$ cat config.mk
export PLATFORM = sky130hd
export DESIGN_NAME = vga_frame_reader
export DESIGN_NICKNAME = d
export VERILOG_FILES = /design/src/rtl/vga_timing_pkg.sv /design/src/rtl/vga_timing_gen.sv /design/src/rtl/vga_frame_reader.sv
export SDC_FILE = /design/constraint.sdc
export NUM_CORES = 1
export LEC_CHECK = 0
export ABC_AREA = 1
export BUFFER_PORTS_ARGS = -buffer_cell sky130_fd_sc_hd__buf_2
export CORE_MARGIN = 3
export CORE_UTILIZATION = 59
export DETAILED_ROUTE_END_ITERATION = 6
export PLACE_DENSITY = 0.91
export SKIP_CTS_REPAIR_TIMING = 1
export SLEW_MARGIN = 20
export SYNTH_ARGS = -nofsm -noshare
export SYNTH_HDL_FRONTEND = slang
export SYNTH_HIERARCHICAL = 1
export SYNTH_SLANG_ARGS = --single-unit
$ cat constraint.sdc
create_clock -name pclk -period 4.8 [get_ports pclk]
set_clock_uncertainty 0.15 [all_clocks]
set_input_delay 0.96 -clock pclk [delete_from_list [all_inputs] [get_ports pclk]]
set_output_delay 0.96 -clock pclk [all_outputs]
set_load 0.03 [all_outputs]
$ cat src/rtl/vga_timing_pkg.sv
// Shared VGA 640x480@60 timing defaults and pixel format.
// Imported by the timing generator and the frame reader.
package vga_timing_pkg;

   localparam int unsigned H_ACTIVE_DEF = 640;
   localparam int unsigned H_FP_DEF     = 16;
   localparam int unsigned H_SYNC_DEF   = 96;
   localparam int unsigned H_BP_DEF     = 48;
   localparam int unsigned H_TOTAL_DEF  =
      H_ACTIVE_DEF + H_FP_DEF + H_SYNC_DEF + H_BP_DEF;

   localparam int unsigned V_ACTIVE_DEF = 480;
   localparam int unsigned V_FP_DEF     = 10;
   localparam int unsigned V_SYNC_DEF   = 2;
   localparam int unsigned V_BP_DEF     = 33;
   localparam int unsigned V_TOTAL_DEF  =
      V_ACTIVE_DEF + V_FP_DEF + V_SYNC_DEF + V_BP_DEF;

   localparam int unsigned R_W   = 4;
   localparam int unsigned G_W   = 4;
   localparam int unsigned B_W   = 4;
   localparam int unsigned RGB_W = R_W + G_W + B_W;

   // Control bits that travel alongside a pixel fetch.
   // Sync bits are kept active-high here; polarity is
   // applied only at the pins.
   typedef struct packed {
      logic de;
      logic hs;
      logic vs;
      logic fs;
   } vga_ctl_t;

endpackage

$ cat src/rtl/vga_timing_gen.sv
// Horizontal/vertical counters for VGA raster timing.
// Produces active window, in-window sync flags and frame strobes.
module vga_timing_gen
   import vga_timing_pkg::*;
#(
   parameter int unsigned H_ACTIVE = H_ACTIVE_DEF,
   parameter int unsigned H_FP     = H_FP_DEF,
   parameter int unsigned H_SYNC   = H_SYNC_DEF,
   parameter int unsigned H_BP     = H_BP_DEF,
   parameter int unsigned V_ACTIVE = V_ACTIVE_DEF,
   parameter int unsigned V_FP     = V_FP_DEF,
   parameter int unsigned V_SYNC   = V_SYNC_DEF,
   parameter int unsigned V_BP     = V_BP_DEF
) (
   input  logic pclk,
   input  logic rst,
   output logic active,
   output logic hsync_win,
   output logic vsync_win,
   output logic frame_end,
   output logic frame_first
);

   localparam int unsigned H_TOTAL =
      H_ACTIVE + H_FP + H_SYNC + H_BP;
   localparam int unsigned V_TOTAL =
      V_ACTIVE + V_FP + V_SYNC + V_BP;
   localparam int unsigned HW = $clog2(H_TOTAL);
   localparam int unsigned VW = $clog2(V_TOTAL);

   localparam logic [HW-1:0] H_LAST = HW'(H_TOTAL - 1);
   localparam logic [VW-1:0] V_LAST = VW'(V_TOTAL - 1);
   localparam logic [HW-1:0] H_ACT  = HW'(H_ACTIVE);
   localparam logic [VW-1:0] V_ACT  = VW'(V_ACTIVE);
   localparam logic [HW-1:0] HS_LO  = HW'(H_ACTIVE + H_FP);
   localparam logic [HW-1:0] HS_HI  =
      HW'(H_ACTIVE + H_FP + H_SYNC);
   localparam logic [VW-1:0] VS_LO  = VW'(V_ACTIVE + V_FP);
   localparam logic [VW-1:0] VS_HI  =
      VW'(V_ACTIVE + V_FP + V_SYNC);

   logic [HW-1:0] h_cnt;
   logic [VW-1:0] v_cnt;
   logic          h_last;
   logic          v_last;

   assign h_last = (h_cnt == H_LAST);
   assign v_last = (v_cnt == V_LAST);

   // Raster position: h wraps every line, v on the last pixel of each line.
   always_ff @(posedge pclk) begin
      if (rst) begin
         h_cnt <= '0;
         v_cnt <= '0;
      end else if (h_last) begin
         h_cnt <= '0;
         v_cnt <= v_last ? '0 : v_cnt + 1'b1;
      end else begin
         h_cnt <= h_cnt + 1'b1;
      end
   end

   // Decodes of the registered position (stage 0 of the output pipe).
   always_comb begin
      active      = (h_cnt < H_ACT) && (v_cnt < V_ACT);
      hsync_win   = (h_cnt >= HS_LO) && (h_cnt < HS_HI);
      vsync_win   = (v_cnt >= VS_LO) && (v_cnt < VS_HI);
      frame_end   = h_last && v_last;
      frame_first = (h_cnt == '0) && (v_cnt == '0);
   end

endmodule

$ cat src/rtl/vga_frame_reader.sv
// Frame-buffer reader driving VGA pins from linear RGB444 memory.
// Fetch address, bank latch and RAM-latency alignment of sync/DE.
module vga_frame_reader
   import vga_timing_pkg::*;
#(
   parameter int unsigned H_ACTIVE = H_ACTIVE_DEF,
   parameter int unsigned H_FP     = H_FP_DEF,
   parameter int unsigned H_SYNC   = H_SYNC_DEF,
   parameter int unsigned H_BP     = H_BP_DEF,
   parameter int unsigned V_ACTIVE = V_ACTIVE_DEF,
   parameter int unsigned V_FP     = V_FP_DEF,
   parameter int unsigned V_SYNC   = V_SYNC_DEF,
   parameter int unsigned V_BP     = V_BP_DEF,
   parameter bit          SYNC_POL = 1'b0,
   parameter int unsigned RD_LAT   = 1,
   parameter int unsigned AW       = 19
) (
   input  logic             pclk,
   input  logic             rst,
   input  logic             bank_sel,
   output logic             ram_rd_en,
   output logic [AW-1:0]    ram_rd_addr,
   output logic             ram_rd_bank,
   input  logic [RGB_W-1:0] ram_rd_data,
   output logic             vga_hsync,
   output logic             vga_vsync,
   output logic             vga_de,
   output logic [RGB_W-1:0] vga_rgb,
   output logic             frame_start
);

   logic     active;
   logic     hsync_win;
   logic     vsync_win;
   logic     frame_end;
   logic     frame_first;
   vga_ctl_t ctl_s0;
   vga_ctl_t dly [RD_LAT];
   vga_ctl_t ctl_out;

   vga_timing_gen #(
      .H_ACTIVE (H_ACTIVE),
      .H_FP     (H_FP),
      .H_SYNC   (H_SYNC),
      .H_BP     (H_BP),
      .V_ACTIVE (V_ACTIVE),
      .V_FP     (V_FP),
      .V_SYNC   (V_SYNC),
      .V_BP     (V_BP)
   ) u_timing (
      .pclk        (pclk),
      .rst         (rst),
      .active      (active),
      .hsync_win   (hsync_win),
      .vsync_win   (vsync_win),
      .frame_end   (frame_end),
      .frame_first (frame_first)
   );

   assign ram_rd_en = active && !rst;

   // Linear fetch address: advances per active pixel, rewinds at frame end.
   always_ff @(posedge pclk) begin
      if (rst) begin
         ram_rd_addr <= '0;
      end else if (frame_end) begin
         ram_rd_addr <= '0;
      end else if (active) begin
         ram_rd_addr <= ram_rd_addr + 1'b1;
      end
   end

   // Displayed bank only switches between frames to avoid tearing.
   always_ff @(posedge pclk) begin
      if (rst) begin
         ram_rd_bank <= 1'b0;
      end else if (frame_end) begin
         ram_rd_bank <= bank_sel;
      end
   end

   // Stage-0 control bundle entering the latency-matching delay line.
   always_comb begin
      ctl_s0    = '0;
      ctl_s0.de = active;
      ctl_s0.hs = hsync_win;
      ctl_s0.vs = vsync_win;
      ctl_s0.fs = frame_first;
   end

   // Delay control by RD_LAT so it lines up with returning RAM data.
   always_ff @(posedge pclk) begin
      if (rst) begin
         for (int i = 0; i < RD_LAT; i++) begin
            dly[i] <= '0;
         end
      end else begin
         dly[0] <= ctl_s0;
         for (int i = 1; i < RD_LAT; i++) begin
            dly[i] <= dly[i-1];
         end
      end
   end

   assign ctl_out = dly[RD_LAT-1];

   // Pin registers: syncs get polarity, RGB is forced black in blanking.
   always_ff @(posedge pclk) begin
      if (rst) begin
         vga_hsync   <= ~SYNC_POL;
         vga_vsync   <= ~SYNC_POL;
         vga_de      <= 1'b0;
         vga_rgb     <= '0;
         frame_start <= 1'b0;
      end else begin
         vga_hsync   <= ctl_out.hs ? SYNC_POL : ~SYNC_POL;
         vga_vsync   <= ctl_out.vs ? SYNC_POL : ~SYNC_POL;
         vga_de      <= ctl_out.de;
         vga_rgb     <= ctl_out.de ? ram_rd_data : '0;
         frame_start <= ctl_out.fs;
      end
   end

endmodule

==> results of run 1 <==
[placed cells by master (no fill, tap or decap)]
| cell type | n |
|---|---|
| and2_1 | 1 |
| xor2_1 | 6 |
| clkinvlp_4 | 3 |
| nor2_4 | 4 |
| buf_2 | 51 |
| nor2_2 | 4 |
| nor3b_1 | 1 |
| clkinv_2 | 1 |
| nand2_1 | 79 |
| o21ai_2 | 3 |
| inv_1 | 58 |
| a21oi_1 | 21 |
| clkbuf_8 | 10 |
| nand4_1 | 4 |
| o21a_1 | 1 |
| nor2_1 | 78 |
| inv_2 | 2 |
| o22ai_1 | 1 |
| nand3_1 | 22 |
| o21ai_0 | 8 |
| a211oi_1 | 1 |
| ha_1 | 5 |
| nor3_1 | 12 |
| dfxtp_1 | 60 |
| nand3_4 | 1 |
| nand2_2 | 3 |
| bufinv_16 | 2 |
| and3_1 | 2 |
[worst min-delay path by stage]
stage / from / endpoint / slack, ns / cells past startpoint
after floorplan: dly[0][2] / vga_hsync / 0.20 / 1
after global placement: dly[0][1] / vga_vsync / 0.21 / 1
after detailed placement: dly[0][1] / vga_vsync / 0.21 / 1
after CTS: dly[0][1] / vga_vsync / 0.22 / 1
after global routing: dly[0][2] / vga_hsync / 0.24 / 1
final: dly[0][1] / vga_vsync / 0.22 / 1
[stage by stage]
step / hold WS, ns / cells / util
global placement: 0.208 / 478 / 0.707
global route: 0.238 / 494 / 0.760
finish: 0.224 / 494 / 0.760
CTS: 0.222 / 494 / 0.760
floorplan: 0.201 / 382 / -
detailed placement: 0.207 / 478 / 0.707
[routing by layer]
| layer | track usage | vias to the layer above | share of wire |
|---|---|---|---|
| met4 | 0.137 | 0 | 0.030 |
| met1 | 0.304 | 1159 | 0.44 |
| li1 | - | 1301 | - |
| met3 | 0.0451 | 18 | 0.077 |
| met5 | 0 | - | 0 |
| met2 | 0.396 | 106 | 0.46 |
[cell families (layout without fill, tap and decap cells)]
family | after synthesis | after routing | share of synthesized area
compound gates | 35 | 35 | 0.0718
xor+xnor | 6 | 6 | 0.0196
fa+ha+maj | 5 | 5 | 0.0233
buf+inv | 65 | 127 | 0.0956
flops | 60 | 60 | 0.448
simple gates | 211 | 211 | 0.342
[layout make-up]
class	count	share of cell area
clock inverter	6	0.0274
clock buffer	10	0.0431
sequential	60	0.376
timing repair buffer	51	0.0799
tap	50	0.0196
inverter	60	0.0705
multi-input combinational	257	0.383
[power by group through the flow]
| stage | sequential [mW] | combinational, mW | clock (mW) |
|---|---|---|---|
| after CTS | 0.514 | 0.0600 | 0.513 |
| after global routing | 0.515 | 0.0665 | 0.538 |
| after global placement | 0.525 | 0.0575 | 0 |
| after floorplan | 0.539 | 0.0257 | 0 |
| after detailed placement | 0.525 | 0.0593 | 0 |
| final | 0.514 | 0.0594 | 0.508 |
[state kept, by name, summed over array words and instances, names as in the netlist]
| register | count |
|---|---|
| u_timing/h_cnt | 10 |
| vga_de | 1 |
| frame_start | 1 |
| ram_rd_bank | 1 |
| dly | 4 |
| vga_vsync | 1 |
| vga_hsync | 1 |
| vga_rgb | 12 |
| ram_rd_addr | 19 |
| u_timing/v_cnt | 10 |
[worst max-delay path, cell delays in order, from the launching register on]
cell and delay, ns:
dfxtp_1 0.40, inv_1 0.10, nand3_1 0.12, nand2_1 0.06, nor2_1 0.37, inv_1 0.18, nor2_1 0.15, buf_2 0.22
[cell usage after synthesis]
cell       n  area share
and2_1     1      0.0023
a211oi_1   1      0.0028
nor2_1    78        0.11
nand4_1    4      0.0093
inv_2      2      0.0028
dfxtp_1   60        0.45
ha_1       5       0.023
o21a_1     1      0.0028
nand3_1   22       0.041
o21ai_2    3      0.0098
nor2_4     4       0.017
nor3_1    12       0.022
nor3b_1    1      0.0028
buf_2      4      0.0075
buf_6      1      0.0042
nand2_2    3      0.0070
nand3_4    1      0.0065
xor2_1     6       0.020
and3_1     2      0.0047
nand2_1   79        0.11
inv_1     58       0.081
nor2_2     4      0.0093
a21oi_1   21       0.039
o22ai_1    1      0.0023
o21ai_0    8       0.015
==> out/metrics.csv, run 1 <==
metric,value,unit
fin_crit,3.05,ns
syn_nets,402,
synthesis.area,2680,um2
diodes,0,
setup_violations,0,
wirelength,6.00,mm
dpl_cell_area,2970,um2
cts_root_buffer,clkbuf_8,
syn_inst,382,
fin_crit_sh,0.636,
cts_made_buffers,9,
hold_viol_final,0,
p_comb_frac,0.055,
path_clk_slew,0.07,ns
seq_area,1200,um2
p_leak,1.54,nW
critPathLaunchType,flop,
antenna_found_initial,0,
drv_cap,0,
clock-sinks,60,
intPower,832,uW
worstSkewPairLatency,0.34,ns
grt_pass1_wl,10.2,mm
max-slew-margin-rel,0.544,
ant_nets,0,
rows,23,
clock_power_share,0.469,
finalSetupTns,0,ns
drive_gt1_frac,0.189,
design.core.area,4200,um2
setup_ws,1.75,ns
crit_start,u_timing/h_cnt[8],
worst_setup_path_end_kind,output port,
overflow,0,
drtPass1Iterations,4,
vdd_drop_max,248,uV
worstReg2RegEnd,ram_rd_addr[6],
synth-seq-cells,60,
wire_per_inst,12.1,um
max_freq,0.328,GHz
p_sw_frac,0.230,
rsz0062_at_grt,false,
grt_pass1_vias,2358,
synth_seq_area_share,0.448,
grt_max_degree,18,
holdCritPathClass,reg2reg,
port_buffers,51,
endpoint,ram_rd_en,
ioPinCount,52,
grt_usage,0.244,
dieHeight,73.4,um
avgSynthCellArea,7.02,um2
die-area,5390,um2
cts_tree,done,
power_density,338,nW/um2
fillers,308,
htree_levels,3,
status,finished clean,
cp.arrival,1.94,ns
multi_input_area,1220,um2
p_total,1.08,mW
dp_hpwl,4.17,mm
ff2ff_setup_slack,2.51,ns
gp_congestion,0.875,
synth_warnings,6,
start_util,0.638,
via_count,2584,
reg2regPathDepth,8,
synth.distinct_cells,25,
die_x,73.4,um
critPathMaxFanout,7,
p_switching,249,uW
maxSlewViolCount,0,
areaGrowthSynthToFinish,19.1,%
tightest_slew,0.683,ns
finalInstanceArea,3190,um2
seqPwrFrac,0.476,
drc,0,
critPathKind,reg2out,
routed_via_density,5.23,
nNetsFinal,459,
dp_worst_setup_slack,2.19,ns
first_iter_violations,214,
reg2reg_from,u_timing/h_cnt[0],
crit_required,3.69,ns
cts_max_path_buffers,2,
Note: power is estimated with default switching activity, not from simulation.
==> inputs of run 2 (changes only) <==
Settings changed: CORE_UTILIZATION 59 to 49, PLACE_DENSITY 0.91 to 0.82.
Clock period 4.8 ns to 2.8 ns, I/O delays scaled along.
==> out/metrics.csv, run 2 (synthesis gave the netlist of run 1 again) <==
metric,value,unit
worstSkewPairLatency,0.34,ns
slowest_delay,0.37,ns
critPathBufInv,3,
grt_pass1_wl,9.63,mm
finalSetupTns,0,ns
via_count,2464,
max-slew-margin-rel,0.599,
wire_per_inst,10.7,um
crit_required,2.09,ns
routed_via_density,4.80,
max_freq,0.398,GHz
reg2regPathDepth,8,
top_regs,"ram_rd_addr: 19 flops, vga_rgb: 12 flops",
p_comb_frac,0.055,
start_util,0.515,
path_clk_slew,0.07,ns
die-area,6400,um2
seqPwrFrac,0.478,
crit_cells,7,
vdd_drop_max,370,uV
drtPass1Iterations,4,
areaGrowthSynthToFinish,20.0,%
nNetsFinal,459,
dieHeight,80.0,um
rows,26,
drv_cap,0,
antenna_found_initial,0,
setup_violations,0,
critPathLaunchType,flop,
ant_nets,0,
grt_pass1_vias,2286,
finalInstanceArea,3220,um2
holdCritPathClass,reg2reg,
layout_commonest_cell,nand2_1,
intPower,1.45,mW
largest_reg_flops,19,
drive_gt1_frac,0.187,
ioPinCount,52,
worstReg2RegEnd,ram_rd_addr[6],
cts_tree,done,
drc,0,
fin_crit_sh,0.898,
design.core.area,5200,um2
first_iter_violations,139,
p_switching,394,uW
power_density,572,nW/um2
port_buffers,51,
p_leak,1.54,nW
wirelength,5.51,mm
diodes,0,
cts_root_buffer,clkbuf_8,
cp.arrival,1.80,ns
worst_setup_path_end_kind,output port,
reg2reg_from,u_timing/h_cnt[0],
final_cell_mix,"nand2_1 (79), nor2_1 (78), dfxtp_1 (60)",
htree_levels,3,
cts_max_path_buffers,2,
dpl_cell_area,2990,um2
hold_end,vga_vsync,
critPathMaxFanout,7,
cp_slowest_cell,dfxtp_1,
hold_viol_final,0,
rsz0062_at_grt,false,
overflow,0,
status,finished clean,
tightest_slew,0.601,ns
maxSlewViolCount,0,
dp_hpwl,4.15,mm
ff2ff_setup_slack,0.67,ns
cts_made_buffers,9,
fin_crit,2.51,ns
worstHoldStart,dly[0][1],
path_cells,inv_1 > nand3_1 > nand2_1 > nor2_1 > inv_1 > nor2_1 > buf_2,
clock_power_share,0.466,
die_x,80.0,um
p_total,1.84,mW
gp_congestion,0.849,
whs_path_depth,1,
grt_max_degree,18,
p_sw_frac,0.214,
whs,0.226,ns
critPathKind,reg2out,
grt_usage,0.193,
clock-sinks,60,
regMostFlops,ram_rd_addr,
cp_top_family,simple AND/OR/NAND/NOR gates,
[run 2: cell count changes in the layout (fill, tap and decap cells not counted), sizes merged]
cell and change:
clkbuf +1, clkinvlp -2
[run 2: per-layer routing]
layer  GRT usage  vias to the layer above  share of wire
li1            -                     1296              -
met1       0.223                     1102           0.46
met2       0.320                       60           0.47
met3      0.0779                        6          0.060
met4      0.0709                        0          0.015
met5           0                        -              0
[run 2: stage by stage]
stage	std cells	util	setup WS, ns
2_1_floorplan	382	-	0.691
3_3_place_gp	498	0.575	0.696
3_5_place_dp	498	0.575	0.660
4_1_cts	513	0.618	0.283
5_1_grt	513	0.618	0.0786
6_report	513	0.618	0.286
[run 2: power by group through the flow]
stage	registers (mW)	logic, mW	clock network (mW)
floorplan	0.924	0.0441	0
global placement	0.900	0.100	0
detailed placement	0.900	0.103	0
CTS	0.881	0.104	0.883
global route	0.882	0.116	0.923
finish	0.881	0.102	0.858
[run 2: layout make-up]
type | count | area, um2
sequential | 60 | 1200
clock buffer | 11 | 151
timing repair buffer | 51 | 255
multi-input combinational | 257 | 1220
clock inverter | 4 | 72.6
inverter | 60 | 225
fill | 497 | 1990
tap | 70 | 87.6
[run 2: worst reg2reg max path, cell delays in order (launching register included)]
cell and delay [ns]:
dfxtp_1 0.33, ha_1 0.22, nand2_2 0.10, nor2_4 0.07, nand3_4 0.17, nor2_1 0.12, nor2_2 0.51, inv_1 0.18
nor3_1 0.21
[run 2: worst max-delay path by stage]
stage | start | to | slack (ns)
6_report | u_timing/h_cnt[8] | ram_rd_en | 0.29
5_1_grt | u_timing/h_cnt[8] | ram_rd_en | 0.08
4_1_cts | u_timing/h_cnt[8] | ram_rd_en | 0.28
3_5_place_dp | u_timing/h_cnt[8] | ram_rd_en | 0.66
3_3_place_gp | u_timing/h_cnt[8] | ram_rd_en | 0.70
2_1_floorplan | u_timing/h_cnt[7] | ram_rd_en | 0.69
==> inputs of run 3 (changes only) <==
==> constraint.sdc (replaced) <==
create_clock -name pclk -period 2.8 [get_ports pclk]
set_clock_uncertainty 0.15 [all_clocks]
set_input_delay 0.42 -clock pclk [delete_from_list [all_inputs] [get_ports pclk]]
set_output_delay 0.42 -clock pclk [all_outputs]
set_load 0.03 [all_outputs]
==> out/metrics.csv, run 3 (synthesis gave the netlist of run 1 again) <==
metric,value,unit
drtPass1Iterations,4,
grt_max_degree,18,
port_buffers,51,
p_total,1.75,mW
dp_worst_setup_slack,0.682,ns
dpl_cell_area,2990,um2
diodes,0,
antenna_found_initial,0,
drv_cap,0,
routed_via_density,4.81,
power_density,548,nW/um2
holdCritPathClass,in2reg,
start_util,0.515,
setup_violations,0,
fin_cells,514,
p_leak,1.53,nW
clock-sinks,60,
wirelength,5.54,mm
worstSkewPairLatency,0.35,ns
path_cells,inv_1 > nand3_1 > nand2_1 > nor2_1 > inv_1 > nor2_1 > buf_2,
layout_commonest_cell,nand2_1,
final_cell_mix,"nand2_1 (79), nor2_1 (78), dfxtp_1 (60)",
final_core_util,0.614,
max_freq,0.407,GHz
first_iter_violations,116,
rsz0062_at_grt,false,
path_clk_slew,0.07,ns
drc,0,
fin_crit,2.46,ns
tightest_slew,0.605,ns
crit_required,2.23,ns
ioPinCount,52,
largest_reg_flops,19,
htree_levels,3,
ant_nets,0,
cp_top_family,simple AND/OR/NAND/NOR gates,
critPathKind,reg2out,
areaGrowthSynthToFinish,19.1,%
cts_tree,done,
cp.arrival,1.89,ns
grt_usage,0.187,
die-area,6400,um2
grt_pass1_vias,2259,
gp_congestion,0.842,
critPathLaunchType,flop,
maxSlewViolCount,0,
critPathBufInv,3,
status,finished clean,
top_regs,"ram_rd_addr: 19 flops, vga_rgb: 12 flops",
hold_viol_final,0,
dp_hpwl,4.17,mm
slowest_delay,0.38,ns
cts_max_path_buffers,2,
cts_root_buffer,clkbuf_8,
drive_gt1_frac,0.189,
finalInstanceArea,3190,um2
wire_per_inst,10.8,um
vdd_drop_max,356,uV
cp_slowest_cell,dfxtp_1,
die_x,80.0,um
dieHeight,80.0,um
fin_crit_sh,0.878,
overflow,0,
worst_setup_path_end_kind,output port,
finalSetupTns,0,ns
regMostFlops,ram_rd_addr,
critPathMaxFanout,7,
via_count,2471,
grt_pass1_wl,9.26,mm
nNetsFinal,459,
setup_ws,0.341,ns
rows,26,
max-slew-margin-rel,0.596,
place_inst,498,
whs,0.131,ns
design.core.area,5200,um2
cts_made_buffers,9,
## run 3: cell types whose count changed in the layout (fill, tap and decap cells not counted), sizes merged
cell      before  now
bufinv         2    1
clkbuf        11    9
clkinv         1    3
clkinvlp       1    2
inv           60   61
## run 3: cell type report
type                            count  area [um2]
Tap cell                           70        87.6
Inverter                           60         225
Timing Repair Buffer               51         255
Clock inverter                      7        76.3
Multi-Input combinational cell    257        1220
Clock buffer                        9         124
Fill cell                         472        2010
Sequential cell                    60        1200
## run 3: layer usage
layer / wire length, um / share of wire / GRT usage / vias to the layer above
met5: 0 / 0 / 0 / -
met4: 58 / 0.010 / 0.0625 / 0
met3: 366 / 0.066 / 0.0880 / 5
met2: 2630 / 0.47 / 0.321 / 62
met1: 2490 / 0.45 / 0.201 / 1107
li1: - / - / - / 1297
## run 3: power breakdown
group	internal, mW	switching, mW	total (mW)
clock	0.414	0.357	0.771
sequential	0.871	0.00952	0.881
combinational	0.0324	0.0680	0.100
total	1.32	0.434	1.75
## run 3: path summary, 6_finish.rpt
kind / from / endpoint / slack [ns] / cells past startpoint
max: u_timing/h_cnt[8] / ram_rd_en / 0.34 / 7
min: ram_rd_data[1] / vga_rgb[1] / 0.13 / 3
max reg2reg: u_timing/h_cnt[0] / ram_rd_addr[4] / 0.70 / 8
min reg2reg: dly[0][2] / vga_hsync / 0.23 / 1
## run 3: worst min-delay path: stages
cell    delay (ns)
buf_2         0.09
inv_1         0.04
nor2_1        0.04
